--- src/rtl/pool2_engine.sv ---
// 2x2/stride-2 signed max-pool over a 3-channel 8x8 map into a 3-channel 4x4 map, optional ReLU.
// Latency: first write 6 cycles after start, one window every 6 cycles, done 289 cycles after start.
// No backpressure: fixed-rate reads/writes; start is ignored while a run is in progress.
module pool2_engine #(
  parameter int DATA_W  = 16,
  parameter bit RELU_EN = 1'b1
) (
  input  logic              clk,
  input  logic              reset,
  input  logic              start,
  output logic              rd_en,
  output logic [1:0]        rd_ch,
  output logic [5:0]        rd_addr,
  input  logic [DATA_W-1:0] rd_data,
  output logic              wr_en,
  output logic [1:0]        wr_ch,
  output logic [3:0]        wr_addr,
  output logic [DATA_W-1:0] wr_data,
  output logic              busy,
  output logic              done
);

  typedef enum logic [2:0] {
    IDLE  = 3'd0,
    RD0   = 3'd1,
    RD1   = 3'd2,
    RD2   = 3'd3,
    RD3   = 3'd4,
    WAIT  = 3'd5,
    WRITE = 3'd6,
    DONE  = 3'd7
  } state_t;

  state_t state, state_nxt;

  logic [1:0] ch, ch_nxt;
  logic [1:0] prow, prow_nxt;
  logic [1:0] pcol, pcol_nxt;
  logic signed [DATA_W-1:0] max_q, max_nxt;
  logic signed [DATA_W-1:0] rd_data_s;

  logic              rd_en_nxt;
  logic [1:0]        rd_ch_nxt;
  logic [5:0]        rd_addr_nxt;
  logic [5:0]        rd_base;
  logic              wr_en_nxt;
  logic [1:0]        wr_ch_nxt;
  logic [3:0]        wr_addr_nxt;
  logic [DATA_W-1:0] wr_data_nxt;
  logic              busy_nxt;
  logic              done_nxt;

  assign rd_data_s = $signed(rd_data);

  // Next state, window counters, running max, and the next value of every registered output.
  // Outputs are derived from the *next* state and counters so they line up with the state they describe.
  always_comb begin
    state_nxt   = state;
    ch_nxt      = ch;
    prow_nxt    = prow;
    pcol_nxt    = pcol;
    max_nxt     = max_q;
    rd_ch_nxt   = rd_ch;
    rd_addr_nxt = rd_addr;
    wr_ch_nxt   = wr_ch;
    wr_addr_nxt = wr_addr;
    wr_data_nxt = wr_data;

    case (state)
      IDLE, DONE: begin
        if (start) begin
          state_nxt = RD0;
          ch_nxt    = 2'd0;
          prow_nxt  = 2'd0;
          pcol_nxt  = 2'd0;
        end
      end
      RD0: state_nxt = RD1;
      RD1: begin
        // First datum of the window is loaded unconditionally.
        state_nxt = RD2;
        max_nxt   = rd_data_s;
      end
      RD2: begin
        state_nxt = RD3;
        if (rd_data_s > max_q) max_nxt = rd_data_s;
      end
      RD3: begin
        state_nxt = WAIT;
        if (rd_data_s > max_q) max_nxt = rd_data_s;
      end
      WAIT: begin
        state_nxt = WRITE;
        if (rd_data_s > max_q) max_nxt = rd_data_s;
      end
      WRITE: begin
        if (ch == 2'd2 && prow == 2'd3 && pcol == 2'd3) begin
          state_nxt = DONE;
        end else begin
          state_nxt = RD0;
          pcol_nxt  = pcol + 2'd1;
          if (pcol == 2'd3) begin
            prow_nxt = prow + 2'd1;
            if (prow == 2'd3) ch_nxt = ch + 2'd1;
          end
        end
      end
      default: state_nxt = IDLE;
    endcase

    // Top-left pixel of the window: (2*prow)*8 + 2*pcol.
    rd_base   = {prow_nxt, 1'b0, pcol_nxt, 1'b0};
    rd_en_nxt = (state_nxt == RD0) || (state_nxt == RD1) ||
                (state_nxt == RD2) || (state_nxt == RD3);
    if (rd_en_nxt) begin
      rd_ch_nxt = ch_nxt;
      case (state_nxt)
        RD1:     rd_addr_nxt = rd_base | 6'd1;
        RD2:     rd_addr_nxt = rd_base | 6'd8;
        RD3:     rd_addr_nxt = rd_base | 6'd9;
        default: rd_addr_nxt = rd_base;
      endcase
    end

    wr_en_nxt = (state_nxt == WRITE);
    if (wr_en_nxt) begin
      wr_ch_nxt   = ch_nxt;
      wr_addr_nxt = {prow_nxt, pcol_nxt};
      wr_data_nxt = (RELU_EN && max_nxt[DATA_W-1]) ? '0 : max_nxt;
    end

    busy_nxt = rd_en_nxt || (state_nxt == WAIT) || (state_nxt == WRITE);
    done_nxt = (state_nxt == DONE);
  end

  // State, counters, max register and all outputs, cleared asynchronously by reset.
  always_ff @(posedge clk or posedge reset) begin
    if (reset) begin
      state   <= IDLE;
      ch      <= 2'd0;
      prow    <= 2'd0;
      pcol    <= 2'd0;
      max_q   <= '0;
      rd_en   <= 1'b0;
      rd_ch   <= 2'd0;
      rd_addr <= 6'd0;
      wr_en   <= 1'b0;
      wr_ch   <= 2'd0;
      wr_addr <= 4'd0;
      wr_data <= '0;
      busy    <= 1'b0;
      done    <= 1'b0;
    end else begin
      state   <= state_nxt;
      ch      <= ch_nxt;
      prow    <= prow_nxt;
      pcol    <= pcol_nxt;
      max_q   <= max_nxt;
      rd_en   <= rd_en_nxt;
      rd_ch   <= rd_ch_nxt;
      rd_addr <= rd_addr_nxt;
      wr_en   <= wr_en_nxt;
      wr_ch   <= wr_ch_nxt;
      wr_addr <= wr_addr_nxt;
      wr_data <= wr_data_nxt;
      busy    <= busy_nxt;
      done    <= done_nxt;
    end
  end

endmodule

--- config.mk ---
export PLATFORM = sky130hd
export DESIGN_NAME = pool2_engine
export DESIGN_NICKNAME = d
export VERILOG_FILES = /design/src/rtl/pool2_engine.sv
export SDC_FILE = /design/constraint.sdc
export NUM_CORES = 1
export LEC_CHECK = 0
export BUFFER_PORTS_ARGS = -buffer_cell sky130_fd_sc_hd__buf_2
export CAP_MARGIN = 20
export CORE_MARGIN = 3
export CORE_UTILIZATION = 43
export DETAILED_ROUTE_END_ITERATION = 8
export HOLD_SLACK_MARGIN = 0.06
export MAX_ROUTING_LAYER = met4
export SLEW_MARGIN = 40
export SYNTH_ARGS = -nofsm -noshare
export SYNTH_HDL_FRONTEND = slang
export SYNTH_SLANG_ARGS = --single-unit
--- constraint.sdc ---
create_clock -name clk -period 5.4 [get_ports clk]
set_input_delay 1.62 -clock clk [delete_from_list [all_inputs] [get_ports clk]]
set_output_delay 1.62 -clock clk [all_outputs]
set_load 0.01 [all_outputs]
* Word-level counts from Yosys, hierarchy flattened *
Cells that the tools add are included.

storage, ports and cells
  bits in registers = 59
  bits of input ports = 19
  output and inout bits = 34

cells by class
  add/sub/neg operators = 3
  $lt $le $gt $ge = 1
  eq/ne operators = 17
  multiplexer cells = 19
  reduce and logical (&&, ||, !) cells = 10

operators by type and width
  operator               number
  $pmux W16 S2           1
  $eq A3 B3 Y1 const B   8
  $pmux W3 S7            1
  $mux W2                9
  $gt A16 B16 Y1         1
  $mux W16               1
  $mux W15               1
  $eq A3 B2 Y1 const B   4
  $pmux W2 S2            3
  $pmux W4 S3            1
  $add A2 B1 Y2 const B  3
  $eq A2 B2 Y1 const B   3
  $eq A3 B1 Y1 const B   2
  $mux W3                2
  $logic_or A1 B1 Y1     5
  $logic_not A3 Y1       1
  $reduce_or A3 Y1       1
  $logic_and A1 B1 Y1    2
  $reduce_or A2 Y1       1

* Longest topological paths before layout *
Gate-level depths: netlist (run 1).

  depth in word-level cells = 11
  gate-level depth with buffers = 11
  gate-level depth less buffers = 10

* Least setup slack after synthesis (run 1) *
Ideal clock, no wire load.

  path kind = input-to-reg
  start point = input port rd_data[14]
  end point = register wr_data[0]
  setup time = 0.121 ns
  data arrival time = 3.635 ns
  required time = 5.279 ns
  setup slack = 1.644 ns
  cell stages on the path = 10
  cells stage by stage = ha_1 -> and4_4 -> a221oi_2 -> o21ai_2 -> o31ai_4 -> o221a_2 -> a211oi_2 -> and2_1 -> buf_4 -> a22o_1

between the ends
  cells in the longest elaborated chain, start to end = 4

RTL lines
  item                  line        source
  from (decl)           14          input logic [DATA_W-1:0] rd_data,
  $gt A16 B16 Y1        86, 90, 94
  $mux W16              86, 90, 94
  $pmux W16 S2          69          case (state)
  $mux W15              129         wr_data_nxt = (RELU_EN && max_nxt[DATA_W-1]) ? '0 : max_nxt;
  to (signal assigned)  165         wr_data <= wr_data_nxt;
  to (decl)             18          output logic [DATA_W-1:0] wr_data,

No other way between the ends.
A chain may end at the register's enable or synchronous reset.

* Worst setup path in the final report (run 1) *
  start point = input port rd_data[15]
  end point = register wr_data[3]

between the ends
  cells in the longest elaborated chain, start to end = 4

RTL lines
  item            line
  $gt A16 B16 Y1  86, 90, 94
  $mux W16        86, 90, 94
  $pmux W16 S2 *  69
  $mux W15 *      129

Every way passes the cells marked *; elsewhere a longest branch is shown, timed or not.

==> qor.log, run 1 <==
[floorplanning] area of the core region 6980 um^2
[sta] crit share post-route 0.740
[grt] via count of the first global-routing pass 2,403
[yosys] sequential element share of the synthesized area 0.458
[sta] max-slew violation count 0
[finish] # diodes 0
[floorplanning] die area 8440 um^2
[detailed_routing] remaining design rule violation count 0
[finish] Non-Filler Cell Area, Final 3710 um^2
[worst_setup_path] required time of the critical path 5660 ps
[sta] unrepaired setup endpoints after global routing false
[worst_hold_path] hold-critical path endpoint wr_data[11]
[yosys] Post-synth EDFFs 0
[worst_setup_path] arrival time of the worst setup path 4260 ps
[clock_tree] CTS Sinks 58
[finish] post-synthesis to final-layout area growth 17.1%
[sta] count of final hold-check violations 0
[floorplanning] height of the die 91.9 um
[sta] maximum clock frequency 250 MHz
[place] Port-buffer cells 51
[worst_hold_path] worst hold-check path type reg2reg
[worst_setup_path] slowest CP cell sky130_fd_sc_hd__and2_1
[job] # Max-Cap Violations 0
[worst_setup_path] Worst path max stage delay 450 ps
[pwr] total leakage power 0.00181 uW
[yosys] number of warning messages in the yosys log 0
[worst_setup_path] reg-to-reg critical path endpoint wr_data[3]
[pwr] overall power consumption 2350 uW
[sta] worst slew pin tran 807 ps
[floorplanning] top-level port count 53
[yosys] number of instances in the synthesized netlist 312
[grt] maximum number of pins on one net before global-route repair 59
[finish] Util after Layout 0.531
[floorplanning] starting density of the core 0.454
[clock_tree] postcts setup bufs 0
[worst_setup_path] CP Cell Sequence buf_2 -> ha_1 -> and4_4 -> a221oi_2 -> o21ai_2 -> o31ai_4 -> o21ai_2 -> a211oi_2 -> and2_1 -> a22o_1
[worst_setup_path] launch point of the critical path rd_data[15]
[worst_setup_path] Worst setup EP type register
[worst_hold_path] startpoint of the most critical hold path wr_data[11]
[clock_tree] CTS Hold Buffers Added 0
[clock_tree] buffer type at the clock tree root sky130_fd_sc_hd__clkbuf_8
[worst_setup_path] register-to-register setup slack 1910 ps
[clock_tree] CTS clock-pin slew for the worst setup and hold paths 70 ps
[worst_setup_path] cell mode on critical path sky130_fd_sc_hd__o21ai_2
[detailed_routing] first-pass iteration count of the detailed router 4
[yosys] biggest area contributors in the synthesized netlist sky130_fd_sc_hd__dfrtp_1 46%, sky130_fd_sc_hd__ha_1 7.5%, sky130_fd_sc_hd__nor3_1 4.1%, sky130_fd_sc_hd__mux2_2 3.9%, sky130_fd_sc_hd__nand2_1 3.8%
[yosys] top flip-flop cell by instance count after synthesis sky130_fd_sc_hd__dfrtp_1
[sta] Rel. slew slack 0.462
[yosys] Yosys top cell area share 0.458
[sta] total negative setup slack 0 ps
[worst_setup_path] RR Startpoint state[2]
[worst_setup_path] count of cells along the worst register-to-register path 6
[finish] share of layout cells above drive strength 1 0.268
[outcome] outcome finished, final reports clean
[yosys] synthesized net count 350
[detailed_routing] drt initial violations 142
[detailed_routing] post-route ant nets 0
[worst_setup_path] type of the worst setup path in2reg
[sta] Worst Clk Skew 10.2 ps
[floorplanning] num rows 30
[grt] total global routing overflow 0
[clock_tree] H-tree lvl count 3
[place] DP Wirelength 4940 um
[place] total placed cells including tap cells 446
[yosys] Mapped Avg Cell Area 10.2 um^2
[detailed_routing] DR WL/cell 15.7 um
[pwr] Max IR drop VDD 0.280 mV
[yosys] Netlist Area Pre-Place 3170 um^2
[pwr] cell area power density 633 nW/um^2
[floorplanning] Die Span X 91.9 um
[sta] Min Clock Period, post-route 4000 ps
[grt] number of antenna violations at the first check in global routing 0
[sta] final setup violation count 0
[detailed_routing] total via count after detailed routing 2,531
[grt] total global-route track usage 0.185
[clock_tree] PostCTS Resize Cnt 0
[worst_hold_path] hold path depth 2
[yosys] number of synthesized register bits 58
[clock_tree] TritonCTS Buffers 9
[place] post-placement cell area 3460 um^2
[yosys] count of unique library cells instantiated by Yosys 55
[grt] first-pass GRT wire length 12,000 um
[worst_setup_path] crit path max fanout 10
[yosys] async set or reset register ratio after synthesis 1.00
[clock_tree] clock tree from TritonCTS built
[finish] net count reported at finish 399
[place] GPL Wtd Cong 0.823
[clock_tree] maximum buffer depth of the clock tree 2
[yosys] largest area contributor in the netlist sky130_fd_sc_hd__dfrtp_1
[detailed_routing] aggregate routed wire length 7270 um
[worst_setup_path] critical path launch point type primary input
[detailed_routing] number of vias per cell after detailed routing 5.48
[clock_tree] clock insertion delay at the later pin of the skew report 340 ps
[finish] non-filler cells, final 462
worst max-delay path: cells and delay by family:
kind                     cells  cell delay (ps)
AO/OA/AOI/OAI                6             1490
AND/OR/NAND/NOR              2              690
adder cells (fa/ha/maj)      1              330
buffers and inverters        1              120
registers in the layout, indices dropped and copies added (netlist names):
name and count:
pcol 2, rd_addr 6, busy 1, wr_addr 4, wr_data 15, done 1, prow 2, ch 2
rd_ch 2, state 3, max_q 16, rd_en 1, wr_en 1, wr_ch 2
Yosys cell counts (2+ instances only):
cell type / instances
sky130_fd_sc_hd__dfrtp_1: 58
sky130_fd_sc_hd__nand2_1: 32
sky130_fd_sc_hd__nor3_1: 26
sky130_fd_sc_hd__inv_1: 24
sky130_fd_sc_hd__ha_1: 19
sky130_fd_sc_hd__a21oi_1: 18
sky130_fd_sc_hd__o22ai_1: 17
sky130_fd_sc_hd__mux2_2: 11
sky130_fd_sc_hd__o21ai_0: 11
sky130_fd_sc_hd__a21o_1: 9
sky130_fd_sc_hd__a22o_1: 9
sky130_fd_sc_hd__nor2_1: 8
sky130_fd_sc_hd__o32ai_1: 8
sky130_fd_sc_hd__a31oi_1: 4
sky130_fd_sc_hd__nand3_1: 4
sky130_fd_sc_hd__buf_1: 3
sky130_fd_sc_hd__buf_2: 3
sky130_fd_sc_hd__clkbuf_1: 3
sky130_fd_sc_hd__nand2b_1: 3
sky130_fd_sc_hd__and3_1: 2
sky130_fd_sc_hd__buf_4: 2
sky130_fd_sc_hd__nand4_1: 2
sky130_fd_sc_hd__nor2b_1: 2
sky130_fd_sc_hd__o21ai_2: 2
sky130_fd_sc_hd__or3_1: 2
per-layer routing:
metal	share of wire	vias to the layer above	global-route usage
met5	0	-	-
met4	0.0096	0	0.0631
met3	0.068	7	0.0468
met2	0.43	87	0.245
met1	0.50	1200	0.273
li1	-	1237	-
worst max-delay path by stage:
stage | endpoint | slack (ps) | depth (start not counted)
2_1_floorplan | wr_data[0] | 1640 | 10
3_3_place_gp | wr_data[8] | 1140 | 10
3_5_place_dp | wr_data[6] | 1090 | 10
4_1_cts | wr_data[3] | 1440 | 10
5_1_grt | wr_data[0] | 1280 | 10
6_report | wr_data[3] | 1400 | 10
final cells by class:
class	instances	area, um^2
clock buffers	9	124
clock inverters	7	125
fillers	671	3270
inverters	26	97.6
multi-input cells	214	1530
flip-flops and latches	58	1450
well taps	96	120
repair buffers	52	263
report_power, final:
| group | internal [uW] | switching, uW | total [uW] |
|---|---|---|---|
| combinational | 440 | 668 | 1110 |
| clock | 310 | 186 | 496 |
| sequential | 603 | 142 | 745 |
per-stage QoR:
| stage | worst slack, ps | hold WS (ps) |
|---|---|---|
| after CTS | 1440 | 484 |
| after global routing | 1280 | 505 |
| final | 1400 | 474 |
| after global placement | 1140 | 459 |
| after floorplan | 1640 | 489 |
| after detailed placement | 1090 | 460 |
placed cells by master, fill, tap and decap left out, types with 2 or more instances in the layout:
master	n
sky130_fd_sc_hd__inv_2	2
sky130_fd_sc_hd__a21oi_1	18
sky130_fd_sc_hd__a22o_1	9
sky130_fd_sc_hd__o22ai_1	17
sky130_fd_sc_hd__nand2_1	32
sky130_fd_sc_hd__buf_2	51
sky130_fd_sc_hd__a31oi_1	4
sky130_fd_sc_hd__nand2b_1	3
sky130_fd_sc_hd__o21ai_0	11
sky130_fd_sc_hd__dfrtp_1	58
sky130_fd_sc_hd__nand4_1	2
sky130_fd_sc_hd__nor2_1	8
sky130_fd_sc_hd__nand3_1	4
sky130_fd_sc_hd__a21o_1	9
sky130_fd_sc_hd__clkbuf_8	9
sky130_fd_sc_hd__clkinv_4	3
sky130_fd_sc_hd__o32ai_1	8
sky130_fd_sc_hd__mux2_2	11
sky130_fd_sc_hd__inv_1	23
sky130_fd_sc_hd__o21ai_2	2
sky130_fd_sc_hd__or3_1	2
sky130_fd_sc_hd__bufinv_16	3
sky130_fd_sc_hd__and3_1	2
sky130_fd_sc_hd__ha_1	19
sky130_fd_sc_hd__nor3_1	26
sky130_fd_sc_hd__nor2b_1	2
kinds of logic (layout without fill, tap and decap cells):
kind of cell    after synthesis  count (layout)  synth area share
fa+ha+maj                    19              19            0.0750
flops                        58              58             0.458
simple gates                 90              90             0.146
other cells                   1               1           0.00118
compound gates               92              92             0.218
mux                          12              12            0.0422
buf+inv                      40              94            0.0596
No activity file was read; power rests on OpenSTA's default activity.
==> inputs of run 2 (changes only) <==
==> constraint.sdc (replaced) <==
create_clock -name clk -period 3.7 [get_ports clk]
set_input_delay 1.11 -clock clk [delete_from_list [all_inputs] [get_ports clk]]
set_output_delay 1.11 -clock clk [all_outputs]
set_load 0.01 [all_outputs]
==> run 2 against run 1 <==
Clock power up 20%; wire length up 4.7%; combinational power up 54%; non-clock buffer count up 11; die area unchanged; global-route usage up 0.88 points; clock skew down 2.3 ps; sequential power up 46%; critical path depth up 1; critical path type unchanged; largest cell class unchanged.
==> qor.log, run 2 (synthesis results as in run 1) <==
[clock_tree] CTS Hold Buffers Added 0 [unchanged]
[grt] total global-route track usage 0.194 [was 0.185]
[detailed_routing] number of vias per cell after detailed routing 5.42 [was 5.48]
[clock_tree] CTS Sinks 58 [unchanged]
[sta] Min Clock Period, post-route 3320 ps
[worst_hold_path] worst hold-check path type reg2reg [unchanged]
[grt] via count of the first global-routing pass 2,477 [was 2,403]
[clock_tree] PostCTS Resize Cnt 0 [unchanged]
[sta] Rel. slew slack 0.449 [was 0.462]
[pwr] overall power consumption 3400 uW [was 2350 uW]
[detailed_routing] post-route ant nets 0 [unchanged]
[worst_hold_path] hold path depth 2 [unchanged]
[finish] share of layout cells above drive strength 1 0.289 [was 0.268]
[place] DP Wirelength 5310 um [was 4940 um]
[grt] maximum number of pins on one net before global-route repair 31 [was 59]
[clock_tree] TritonCTS Buffers 9 [unchanged]
[worst_setup_path] arrival time of the worst setup path 3550 ps [was 4260 ps]
[detailed_routing] total via count after detailed routing 2,566 [was 2,531]
[worst_setup_path] type of the worst setup path in2reg [unchanged]
[pwr] Max IR drop VDD 0.347 mV [was 0.280 mV]
[finish] net count reported at finish 410 [was 399]
[worst_setup_path] required time of the critical path 3930 ps [was 5660 ps]
[clock_tree] maximum buffer depth of the clock tree 2 [unchanged]
[job] # Max-Cap Violations 0 [unchanged]
[worst_setup_path] Worst setup EP type register [unchanged]
[sta] crit share post-route 0.896
[grt] number of antenna violations at the first check in global routing 0 [unchanged]
[detailed_routing] remaining design rule violation count 0 [unchanged]
[detailed_routing] DR WL/cell 16.1 um [was 15.7 um]
[detailed_routing] aggregate routed wire length 7610 um [was 7270 um]
[floorplanning] die area 8440 um^2 [unchanged]
[finish] biggest regs max_q (16), wr_data (15), rd_addr (6) [unchanged]
[finish] leading cell type in the layout, fill and taps excluded sky130_fd_sc_hd__dfrtp_1 [unchanged]
[finish] # diodes 0 [unchanged]
[outcome] outcome finished, final reports clean [unchanged]
[place] GPL Wtd Cong 0.846 [was 0.823]
[sta] worst slew pin tran 827 ps [was 807 ps]
[floorplanning] top-level port count 53 [unchanged]
[floorplanning] height of the die 91.9 um [unchanged]
[clock_tree] buffer type at the clock tree root sky130_fd_sc_hd__clkbuf_8 [unchanged]
[sta] max-slew violation count 0 [unchanged]
[finish] post-synthesis to final-layout area growth 18.6% [was 17.1%]
[sta] total negative setup slack 0 ps [unchanged]
[detailed_routing] drt initial violations 152 [was 142]
[worst_setup_path] critical path launch point type primary input [unchanged]
[place] Port-buffer cells 51 [unchanged]
[clock_tree] clock tree from TritonCTS built [unchanged]
[worst_setup_path] count of cells along the worst register-to-register path 11 [was 6]
[sta] Worst Clk Skew 7.90 ps [was 10.2 ps]
[floorplanning] num rows 30 [unchanged]
[finish] Largest register FFs 16 [unchanged]
[floorplanning] starting density of the core 0.454 [unchanged]
[grt] total global routing overflow 0 [unchanged]
[pwr] total leakage power 0.00183 uW [was 0.00181 uW]
[floorplanning] area of the core region 6980 um^2 [unchanged]
[clock_tree] postcts setup bufs 0 [unchanged]
[sta] maximum clock frequency 301 MHz
[detailed_routing] first-pass iteration count of the detailed router 4 [unchanged]
[clock_tree] CTS clock-pin slew for the worst setup and hold paths 80 ps [was 70 ps]
[clock_tree] clock insertion delay at the later pin of the skew report 340 ps [about the same]
[sta] final setup violation count 0 [unchanged]
[floorplanning] Die Span X 91.9 um [unchanged]
[finish] most frequent cells in the layout 58 x sky130_fd_sc_hd__dfrtp_1, 51 x sky130_fd_sc_hd__buf_2, 32 x sky130_fd_sc_hd__nand2_1 [unchanged]
[sta] unrepaired setup endpoints after global routing false [unchanged]
[grt] first-pass GRT wire length 12,500 um [was 12,000 um]
[sta] count of final hold-check violations 0 [unchanged]
[finish] register containing the most flip-flops in the final layout max_q [unchanged]
[finish] Util after Layout 0.538 [was 0.531]
[pwr] cell area power density 906 nW/um^2 [was 633 nW/um^2]
[clock_tree] H-tree lvl count 3 [unchanged]
[worst_setup_path] crit path max fanout 6 [was 10]
-- run 2: final timing paths --
kind / start / to / slack (ps)
max reg2reg: max_q[15] / wr_data[6] / 880
min in group asynchronous: reset / wr_addr[2] / 850
min: wr_data[9] / wr_data[9] / 480
max: rd_data[15] / wr_data[6] / 380
min reg2reg: wr_data[9] / wr_data[9] / 480
max in group asynchronous: reset / wr_data[8] / 2260
-- run 2: worst max-delay path, stage by stage --
cell	delay [ps]
sky130_fd_sc_hd__buf_2	120
sky130_fd_sc_hd__ha_1	320
sky130_fd_sc_hd__and4_4	280
sky130_fd_sc_hd__nand3_4	100
sky130_fd_sc_hd__a211oi_4	260
sky130_fd_sc_hd__o31ai_4	140
sky130_fd_sc_hd__or3_1	450
sky130_fd_sc_hd__buf_4	200
sky130_fd_sc_hd__o32ai_1	250
sky130_fd_sc_hd__nor3_1	100
sky130_fd_sc_hd__a22o_1	200
-- run 2: per-layer routing --
layer | wire [um] | global-route usage
met1 | 3730 | 0.278
met2 | 3300 | 0.267
met3 | 401 | 0.0345
met4 | 174 | 0.0866
met5 | 0 | -
-- run 2: area by class of cell --
cell class                 count  area (um^2)
timing repair buffer          63          358
sequential                    58         1450
clock buffer                   9          124
tap                           96          120
inverter                      26         97.6
fill                         682         3220
clock inverter                 7         77.6
multi-input combinational    214         1530
-- run 2: power by group --
group	internal, uW	switching [uW]	total (uW)
clock	315	283	597
combinational	721	993	1710
sequential	880	214	1090
total	1920	1490	3400
-- run 2: stage by stage --
stage,setup WS (ps),hold WS [ps],cells,area (um^2)
floorplan,454,489,312,3170
global placement,135,458,457,3560
detailed placement,65.0,468,457,3560
CTS,425,484,473,3760
global route,268,517,473,3760
finish,383,476,473,3760
==> inputs of run 3 (changes only) <==
--- a/config.mk
+++ b/config.mk
@@ -11,7 +11,6 @@
 export CORE_UTILIZATION = 43
 export DETAILED_ROUTE_END_ITERATION = 8
 export HOLD_SLACK_MARGIN = 0.06
-export MAX_ROUTING_LAYER = met4
 export SLEW_MARGIN = 40
 export SYNTH_ARGS = -nofsm -noshare
 export SYNTH_HDL_FRONTEND = slang
==> run 3 against run 2 <==
Sequential share of layout area stayed put; total power fell by 0.14%; worst setup slack improved by 24 ps; count of clock-buffer cells in the layout is the same; clock power about the same; sequential power hardly changed; global-route usage down 0.54 points; combinational power about the same; wire length shrank 0.92%; core utilization unchanged; final cell count unchanged; highest routed layer unchanged.
==> qor.log, run 3 (synthesis results as in run 1) <==
[floorplanning] starting density of the core 0.454 [unchanged]
[clock_tree] clock tree from TritonCTS built [unchanged]
[place] DP Wirelength 5310 um [unchanged]
[grt] maximum number of pins on one net before global-route repair 31 [unchanged]
[floorplanning] area of the core region 6980 um^2 [unchanged]
[finish] share of layout cells above drive strength 1 0.289 [unchanged]
[grt] most crowded layer after global routing met1 [unchanged]
[worst_hold_path] worst hold-check path type reg2reg [unchanged]
[sta] maximum clock frequency 304 MHz [was 301 MHz]
[floorplanning] num rows 30 [unchanged]
[grt] number of antenna violations at the first check in global routing 0 [unchanged]
[detailed_routing] post-route ant nets 0 [unchanged]
[grt] fraction of met2 tracks used by global routing 0.267 [unchanged]
[clock_tree] H-tree lvl count 3 [unchanged]
[finish] biggest regs max_q (16), wr_data (15), rd_addr (6) [unchanged]
[grt] met1 Usage GRT 0.276 [was 0.278]
[outcome] outcome finished, final reports clean [unchanged]
[worst_setup_path] type of the worst setup path in2reg [unchanged]
[pwr] Max IR drop VDD 0.346 mV [was 0.347 mV]
[clock_tree] CTS clock-pin slew for the worst setup and hold paths 70 ps [was 80 ps]
[detailed_routing] number of vias per cell after detailed routing 5.44 [was 5.42]
[worst_hold_path] startpoint of the most critical hold path wr_data[9] [unchanged]
[sta] final worst slack 407 ps [was 383 ps]
[place] GPL Wtd Cong 0.833 [was 0.846]
[floorplanning] Die Span X 91.9 um [unchanged]
[detailed_routing] drt initial violations 128 [was 152]
[sta] worst slew pin tran 794 ps [was 827 ps]
[worst_setup_path] critical path launch point type primary input [unchanged]
[pwr] total leakage power 0.00183 uW [unchanged]
[sta] final setup violation count 0 [unchanged]
[job] # Max-Cap Violations 0 [unchanged]
[sta] Worst Clk Skew 7.41 ps [was 7.90 ps]
[worst_setup_path] slowest CP cell sky130_fd_sc_hd__or3_1 [unchanged]
[worst_setup_path] Buffers & Inverters on Critical Path 2 [unchanged]
[floorplanning] die area 8440 um^2 [unchanged]
[clock_tree] postcts setup bufs 0 [unchanged]
[grt] met3 capacity usage during global routing 0.0369 [was 0.0345]
[place] minimum setup slack after placement 65.0 ps [unchanged]
[detailed_routing] total via count after detailed routing 2,571 [was 2,566]
[grt] first-pass GRT wire length 12,500 um [about the same]
[finish] register containing the most flip-flops in the final layout max_q [unchanged]
[detailed_routing] DR WL/cell 15.9 um [was 16.1 um]
[sta] unrepaired setup endpoints after global routing false [unchanged]
[worst_setup_path] required time of the critical path 3930 ps [about the same]
[place] total placed cells including tap cells 457 [unchanged]
[grt] total global-route track usage 0.188 [was 0.194]
[finish] leading cell type in the layout, fill and taps excluded sky130_fd_sc_hd__dfrtp_1 [unchanged]
[finish] net count reported at finish 410 [unchanged]
[worst_setup_path] CP Cell Sequence buf_2 -> ha_1 -> and4_4 -> nand3_4 -> a211oi_4 -> o31ai_4 -> or3_1 -> buf_4 -> o32ai_1 -> nor3_1 -> a22o_1 [unchanged]
[finish] Util after Layout 0.538 [unchanged]
[worst_setup_path] count of cells along the worst register-to-register path 11 [unchanged]
[clock_tree] CTS Sinks 58 [unchanged]
[finish] Largest register FFs 16 [unchanged]
[grt] via count of the first global-routing pass 2,479 [was 2,477]
[sta] total negative setup slack 0 ps [unchanged]
[finish] non-filler cells, final 473 [unchanged]
[finish] Non-Filler Cell Area, Final 3760 um^2 [unchanged]
[finish] post-synthesis to final-layout area growth 18.6% [unchanged]
[worst_setup_path] Worst setup EP type register [unchanged]
[worst_setup_path] Worst path max stage delay 450 ps [about the same]
[sta] max-slew violation count 0 [unchanged]
[sta] crit share post-route 0.890 [was 0.896]
[worst_hold_path] hold path depth 2 [unchanged]
[worst_setup_path] RR Startpoint max_q[15] [unchanged]
[worst_setup_path] crit path max fanout 6 [unchanged]
[clock_tree] TritonCTS Buffers 9 [unchanged]
[place] post-placement cell area 3560 um^2 [unchanged]
[sta] count of final hold-check violations 0 [unchanged]
[finish] # diodes 0 [unchanged]
[pwr] cell area power density 905 nW/um^2 [was 906 nW/um^2]
[clock_tree] CTS Hold Buffers Added 0 [unchanged]
[clock_tree] clock insertion delay at the later pin of the skew report 340 ps [about the same]
[worst_setup_path] launch point of the critical path rd_data[15] [unchanged]
[sta] Min Clock Period, post-route 3290 ps [was 3320 ps]
[sta] Rel. slew slack 0.470 [was 0.449]
[clock_tree] maximum buffer depth of the clock tree 2 [unchanged]
[detailed_routing] aggregate routed wire length 7540 um [was 7610 um]
[floorplanning] top-level port count 53 [unchanged]
[detailed_routing] first-pass iteration count of the detailed router 4 [unchanged]
[place] Port-buffer cells 51 [unchanged]
[finish] most frequent cells in the layout 58 x sky130_fd_sc_hd__dfrtp_1, 51 x sky130_fd_sc_hd__buf_2, 32 x sky130_fd_sc_hd__nand2_1 [unchanged]
[worst_setup_path] arrival time of the worst setup path 3530 ps [was 3550 ps]
[clock_tree] buffer type at the clock tree root sky130_fd_sc_hd__clkbuf_8 [unchanged]
[worst_setup_path] logic depth of the worst setup path including buffers 11 [unchanged]
[worst_setup_path] largest delay contributor family on the critical path simple AND/OR/NAND/NOR gates [unchanged]
[grt] total global routing overflow 0 [unchanged]
[floorplanning] height of the die 91.9 um [unchanged]
[clock_tree] PostCTS Resize Cnt 0 [unchanged]
[detailed_routing] remaining design rule violation count 0 [unchanged]
run 3: cell counts in the layout (fill, tap and decap cells not counted):
Identical to the previous run, type by type.
run 3: cell type report:
cell class                      count  area (um^2)
Clock buffer                        9          124
Timing Repair Buffer               63          358
Multi-Input combinational cell    214         1530
Tap cell                           96          120
Inverter                           26         97.6
Fill cell                         682         3220
Clock inverter                      7         77.6
Sequential cell                    58         1450
run 3: worst min-delay path, cell delays in order, from the launching register on:
cell and delay [ps]:
sky130_fd_sc_hd__dfrtp_1 340, sky130_fd_sc_hd__nand2_1 40, sky130_fd_sc_hd__o21ai_0 50
run 3: worst paths after layout:
path,to,slack (ps)
worst max-delay path,wr_data[6],410
worst min-delay path,wr_data[9],480
worst max register to register,wr_data[6],890
worst min register to register,wr_data[9],480
max in group asynchronous,wr_data[8],2260
min in group asynchronous,wr_addr[2],850
run 3: metrics by stage:
stage	hold WS, ps	power (uW)
finish	475	3400
global route	517	3680
CTS	484	3420
detailed placement	468	2810
global placement	458	2790
floorplan	489	2320
run 3: where the power goes:
group	leakage (uW)	switching, uW	total (uW)	internal [uW]
sequential	0.000719	210	1090	880
clock	0.0000885	284	598	315
combinational	0.00103	991	1710	721
run 3: routing by layer:
layer	share of wire	vias to the layer above
li1	-	1263
met1	0.47	1221
met2	0.45	79
met3	0.066	8
met4	0.010	0
met5	0	-
